==> config.mk <==
export PLATFORM = sky130hd
export DESIGN_NAME = ldpc_decoder
export DESIGN_NICKNAME = d
export VERILOG_FILES = /design/src/rtl/ldpc_decoder.sv
export SDC_FILE = /design/constraint.sdc
export NUM_CORES = 1
export LEC_CHECK = 0
export CORE_ASPECT_RATIO = 0.9
export CORE_MARGIN = 2
export CORE_UTILIZATION = 45
export CTS_CLUSTER_DIAMETER = 120
export DETAILED_ROUTE_END_ITERATION = 7
export PLACE_DENSITY = 0.64
export SLEW_MARGIN = 25
export SYNTH_ARGS = -nofsm -noshare
export SYNTH_HDL_FRONTEND = slang
export SYNTH_SLANG_ARGS = --single-unit
==> constraint.sdc <==
create_clock -name clk -period 16.97 [get_ports clk]
set_input_delay 3.394 -clock clk [delete_from_list [all_inputs] [get_ports clk]]
set_output_delay 3.394 -clock clk [all_outputs]
set_load 0.02 [all_outputs]
==> src/rtl/ldpc_decoder.sv <==
// Hard-decision bit-flipping decoder for the 16-bit (8 msg + 8 parity) LDPC code; one flip per ITER cycle.
// Result registered in DONE and held until out_ready; in_ready only in IDLE.
module ldpc_decoder #(
  parameter int MAX_ITER = 4,
  parameter int ITER_W   = 3
) (
  input  logic              clk,
  input  logic              rst,
  input  logic [15:0]       c_in,
  input  logic              in_valid,
  output logic              in_ready,
  output logic [7:0]        m_out,
  output logic              corrected,
  output logic              fail,
  output logic [ITER_W-1:0] iter_cnt,
  output logic              out_valid,
  input  logic              out_ready
);

  typedef enum logic [1:0] {IDLE, ITER, DONE} state_t;

  // Column j = the set of check rows that include message bit m_j.
  localparam logic [7:0] COL_MASK [8] = '{8'h1F, 8'h67, 8'hCC, 8'h96,
                                          8'h3B, 8'hE9, 8'h55, 8'hAA};

  state_t            state_q, state_d;
  logic [15:0]       work_q, work_d;
  logic [7:0]        m_out_q, m_out_d;
  logic              corrected_q, corrected_d;
  logic              fail_q, fail_d;
  logic [ITER_W-1:0] iter_cnt_q, iter_cnt_d;
  logic              out_valid_q, out_valid_d;
  logic              in_ready_q, in_ready_d;

  logic [7:0] syn;
  logic [3:0] u_tmp;
  logic [3:0] best_u;
  logic [3:0] best_deg;
  logic [2:0] best_idx;
  logic       eligible;

  always_comb begin
    syn = work_q[7:0];
    for (int j = 0; j < 8; j++) begin
      if (work_q[8+j]) syn = syn ^ COL_MASK[j];
    end
  end

  // Ascending scan with >= makes ties land on the highest index.
  always_comb begin
    u_tmp    = 4'd0;
    best_u   = 4'd0;
    best_idx = 3'd0;
    for (int j = 0; j < 8; j++) begin
      u_tmp = 4'($countones(syn & COL_MASK[j]));
      if (u_tmp >= best_u) begin
        best_u   = u_tmp;
        best_idx = 3'(j);
      end
    end
    best_deg = 4'($countones(COL_MASK[best_idx]));
    eligible = ({best_u, 1'b0} > {1'b0, best_deg});
  end

  always_comb begin
    state_d     = state_q;
    work_d      = work_q;
    m_out_d     = m_out_q;
    corrected_d = corrected_q;
    fail_d      = fail_q;
    iter_cnt_d  = iter_cnt_q;
    out_valid_d = out_valid_q;
    in_ready_d  = in_ready_q;
    case (state_q)
      IDLE: begin
        if (in_valid) begin
          work_d      = c_in;
          iter_cnt_d  = '0;
          corrected_d = 1'b0;
          fail_d      = 1'b0;
          in_ready_d  = 1'b0;
          state_d     = ITER;
        end
      end
      ITER: begin
        if (syn == 8'h00) begin
          fail_d = 1'b0;
        end else if ($countones(syn) == 1) begin
          corrected_d = 1'b1;
          fail_d      = 1'b0;
        end else if (!eligible) begin
          fail_d = 1'b1;
        end else if (iter_cnt_q == ITER_W'(MAX_ITER)) begin
          fail_d = 1'b1;
        end else begin
          work_d[{1'b1, best_idx}] = ~work_q[{1'b1, best_idx}];
          iter_cnt_d  = iter_cnt_q + ITER_W'(1);
          corrected_d = 1'b1;
        end
        // Any branch that did not flip finishes the word.
        if (work_d == work_q) begin
          state_d     = DONE;
          out_valid_d = 1'b1;
          m_out_d     = work_q[15:8];
        end
      end
      DONE: begin
        if (out_ready) begin
          out_valid_d = 1'b0;
          in_ready_d  = 1'b1;
          state_d     = IDLE;
        end
      end
      default: begin
        state_d     = IDLE;
        out_valid_d = 1'b0;
        in_ready_d  = 1'b1;
      end
    endcase
  end

  always_ff @(posedge clk) begin
    if (rst) begin
      state_q     <= IDLE;
      work_q      <= '0;
      m_out_q     <= '0;
      corrected_q <= 1'b0;
      fail_q      <= 1'b0;
      iter_cnt_q  <= '0;
      out_valid_q <= 1'b0;
      in_ready_q  <= 1'b1;
    end else begin
      state_q     <= state_d;
      work_q      <= work_d;
      m_out_q     <= m_out_d;
      corrected_q <= corrected_d;
      fail_q      <= fail_d;
      iter_cnt_q  <= iter_cnt_d;
      out_valid_q <= out_valid_d;
      in_ready_q  <= in_ready_d;
    end
  end

  assign in_ready  = in_ready_q;
  assign m_out     = m_out_q;
  assign corrected = corrected_q;
  assign fail      = fail_q;
  assign iter_cnt  = iter_cnt_q;
  assign out_valid = out_valid_q;

endmodule
==> summary by stage, run 1 <==
Detailed routing
For this run, design rule violations remaining after detail routing come to 0. The count of antenna-violating nets left after detailed routing is 0. The average wire per cell in the routed design is 14.9 um. The vias per cell is 5.33. Across all layers, the routed design uses 3,595 vias.

The first-pass iteration count of the detailed router is 4. The total wire length after detailed routing is 10.1 mm. After the first detailed-routing iteration, the DRC count stood at 135.

Floorplan
The top-level I/O count is 35. The floorplan die width is 105 um. The initial utilization of the core area, before any placement, comes to 0.459. The core footprint is 9000 um^2. In this run the vertical extent of the chip is 94.9 um. The die covers 9960 um^2. In this run the core area contains 33 standard-cell rows.

Clock network
The root buffer cell is sky130_fd_sc_hd__clkbuf_8. After clock tree synthesis, the clock-pin slew on the worst setup and hold paths is 0.07 ns. The total CTS buffers is 5.

The clock sink count is 33. The CTS tree is done. The number of levels in the clock H-tree is 2. The number of buffers on the longest clock path is 2.

The clock reaches the later pin of the worst-skew pair after 0.27 ns. The count of hold-fix buffers inserted at cts is 0.

Logic synthesis
The synthesis warning total is 0. The area fraction of the dominant cell type after synthesis is 0.167. The cell taking the most area after synthesis is sky130_fd_sc_hd__ha_1.

The total nets after synthesis is 597. The distinct cell type count of the synthesized netlist is 68. Yosys attributes the largest share of cell area to sky130_fd_sc_hd__ha_1 17%, sky130_fd_sc_hd__dfxtp_1 16%, sky130_fd_sc_hd__fa_1 9.2%, sky130_fd_sc_hd__xnor2_1 5.9%, sky130_fd_sc_hd__a21oi_1 5.0%. Of the synthesized area, sequential elements account for 0.160. The register bit count reported by yosys is 33. Counting flops with an async set or reset pin after synthesis yields a share of 0.

Counting instances in the post-synthesis netlist gives the leading cell types as 55 x sky130_fd_sc_hd__ha_1, 54 x sky130_fd_sc_hd__inv_1, 45 x sky130_fd_sc_hd__nor2_1, 41 x sky130_fd_sc_hd__a21oi_1, 34 x sky130_fd_sc_hd__nand2_1. In the synthesized netlist, the number of instances is 503. The number of synthesized flops with an enable pin is 0. For this run, the leading register cell type out of synthesis is sky130_fd_sc_hd__dfxtp_1. The most repeated cell in the gate-level netlist after synthesis is sky130_fd_sc_hd__ha_1. The mapped netlist covers 4130 um^2. Dividing the synthesized area by the synthesized cell count gives 8.21 um^2.

Worst setup path
Across all register-to-register paths, the minimum setup slack is 0.91 ns. The maximum single-stage delay on the critical path is 0.50 ns. Among the stages of the critical path, the cell type that occurs most often is sky130_fd_sc_hd__ha_1. STA classifies the critical path endpoint as a register. The data required time of the worst path is 17.16 ns.

The worst setup path is of the register to register kind. Data on the critical path arrives at its endpoint at 16.25 ns. The startpoint class of the critical path is a register. The slowest stage cell on the critical path is sky130_fd_sc_hd__fa_1. Of all nets on the critical path, the largest fanout is 9.

The startpoint identified for the worst register-to-register timing path is work_q[12]$_SDFFE_PP0P_. The most critical setup path has its startpoint at work_q[12]$_SDFFE_PP0P_. Following the worst setup path forward leads to its endpoint at work_q[9]$_SDFFE_PP0P_.

The reg-to-reg critical path endpoint is work_q[9]$_SDFFE_PP0P_. The worst register-to-register path has a depth of 74.

Placement
Counting tap cells, the placed design contains a total of 660 instances. The wire-length estimate of the detail-placed layout is 8.21 mm. Timing analysis after detailed placement gives a worst setup slack of -0.221 ns. Port buffering added 34 buffers. Routability-driven placement finished with a final weighted congestion of 0.908.

Global routing
The global route total overflow is 0. The all-layer global routing usage is 0.210. The via count of the first global-routing pass is 3,641.

Entering global routing, the biggest net connects 35 pins. The number of antenna violations at the first check in global routing is 0. The wire length of the first global-routing pass is 17.2 mm.

STA
The number of pins exceeding their max-slew limit in the final report is 0. Across all setup checks in the final design, the least slack found is 0.913 ns. The worst slew margin relative to its limit is 0.320.

Counting I/O delays and the setup requirement, the final critical path takes 16.06 ns. Summed over all failing endpoints, the final setup total negative slack is 0 ns. The post-route clock period utilization is 0.946. The final count of hold timing violations was 0. For this run, the top clock speed supported by timing is 0.0623 GHz. The clock skew after layout is 0.00486 ns. Setup violations remaining at the end of the flow were counted as 0.

At the pin with the least slew margin, the transition time is 1.02 ns.

Worst hold path
The worst hold path passes through 2 cells. The worst hold path belongs to the class register to register.

Run status
The flow ran to the end, and the final reports show no timing, DRC or antenna violations.

Finish
In the final layout, the share of cells above drive strength 1 is 0.154. The synthesis-to-finish area growth is 21.1%. The finished layout holds 675 standard cells, fillers aside.

The number of antenna repair diodes is 0. At the end of the flow, the number of nets in the layout was 647.

Run
The tool flagged a number of max-cap violations equal to 0.
## worst max-delay path, delay by kind of cell (launching register included)
kind                       cells  cell delay, ns
adders and majority gates     17            5.33
AOI/OAI and AO/OA             21            3.81
and+or+nand+nor               18            2.95
muxes                          6            2.01
xor gates and xnor gates       6            0.96
buffers and inverters          6            0.56
DFF                            1            0.39
## registers in the layout, summed over array words and instances, names as in the netlist
name,count
out_valid,1
fail,1
state_q,2
iter_cnt,3
work_q,16
m_out,8
corrected,1
in_ready,1
## how the worst min path moves through the flow
stage | startpoint | to | slack (ns)
final | work_q[4]$_SDFFE_PP0P_ | work_q[4]$_SDFFE_PP0P_ | 0.47
after global routing | corrected$_SDFFE_PP0P_ | corrected$_SDFFE_PP0P_ | 0.50
after CTS | work_q[4]$_SDFFE_PP0P_ | work_q[4]$_SDFFE_PP0P_ | 0.47
after detailed placement | corrected$_SDFFE_PP0P_ | corrected$_SDFFE_PP0P_ | 0.46
after global placement | corrected$_SDFFE_PP0P_ | corrected$_SDFFE_PP0P_ | 0.46
after floorplan | work_q[4]$_SDFFE_PP0P_ | work_q[4]$_SDFFE_PP0P_ | 0.45
## placed cells by master (no fill, tap or decap), types with 3 or more instances in the layout
master                             n
sky130_fd_sc_hd__nand2_1          33
sky130_fd_sc_hd__o21ai_2           3
sky130_fd_sc_hd__xor2_1            7
sky130_fd_sc_hd__clkdlybuf4s50_1  34
sky130_fd_sc_hd__o21ai_1           5
sky130_fd_sc_hd__mux2i_1          17
sky130_fd_sc_hd__inv_1            54
sky130_fd_sc_hd__nor2_1           43
sky130_fd_sc_hd__nand2b_1         11
sky130_fd_sc_hd__a21oi_2           3
sky130_fd_sc_hd__nand3_1           7
sky130_fd_sc_hd__o21ai_0          13
sky130_fd_sc_hd__a21oi_1          38
sky130_fd_sc_hd__mux2_2            6
sky130_fd_sc_hd__a31oi_1           3
sky130_fd_sc_hd__o2111ai_1         3
sky130_fd_sc_hd__xnor2_2           3
sky130_fd_sc_hd__clkbuf_8          6
sky130_fd_sc_hd__xor2_2            3
sky130_fd_sc_hd__buf_4            27
sky130_fd_sc_hd__o21a_1            4
sky130_fd_sc_hd__a21o_1            6
sky130_fd_sc_hd__fa_1             19
sky130_fd_sc_hd__xnor2_1          25
sky130_fd_sc_hd__o211ai_1          6
sky130_fd_sc_hd__dfxtp_1          31
sky130_fd_sc_hd__ha_1             54
sky130_fd_sc_hd__o22ai_1           5
sky130_fd_sc_hd__a311oi_1          3
sky130_fd_sc_hd__nor3_1            4
sky130_fd_sc_hd__nor2b_1          13
## through the flow
stage,hold slack [ns],utilization,instance area (um^2)
2_1_floorplan,0.448,-,4130
3_3_place_gp,0.456,0.522,4690
3_5_place_dp,0.459,0.522,4690
4_1_cts,0.472,0.534,4800
5_1_grt,0.499,0.555,5000
6_report,0.468,0.555,5000
## cells by family (layout without fill, tap and decap cells)
logic type	after synthesis	in the layout	share of synthesized area
simple gates	137	137	0.166
compound gates	119	119	0.196
fa+ha+maj	75	75	0.262
buf+inv	75	125	0.0694
xor+xnor	38	38	0.0806
flops	33	33	0.160
mux	26	26	0.0673
## cell type report
type | instances | area [um^2]
Timing Repair Buffer | 62 | 554
Tap cell | 122 | 153
Sequential cell | 33 | 663
Clock buffer | 6 | 82.6
Clock inverter | 1 | 7.51
Inverter | 56 | 210
Fill cell | 874 | 4000
Multi-Input combinational cell | 395 | 3330
## metal layers
| layer | GRT usage | wire, um | up-vias |
|---|---|---|---|
| met5 | 0 | 0 | - |
| met4 | 0.0478 | 162 | 0 |
| met3 | 0.0276 | 435 | 19 |
| met2 | 0.344 | 4510 | 79 |
| met1 | 0.295 | 4980 | 1674 |
| li1 | - | - | 1823 |
## timing repair
action,in CTS,in global routing
pin swaps,0,7
gates resized for setup,3,27
endpoints found under the setup margin,20,24
buffers inserted,0,8
Power of run 1 is not shown: default switching activity piles up to over one toggle a cycle in this logic, so the estimate is an artifact.
==> run 2, diff against run 1 <==
CAP_MARGIN = 20   (was unset)
==> results of run 2 <==
No change in the layout: final DEF, timing and power equal those of run 1.
Power of run 2 is left out for the same reason.
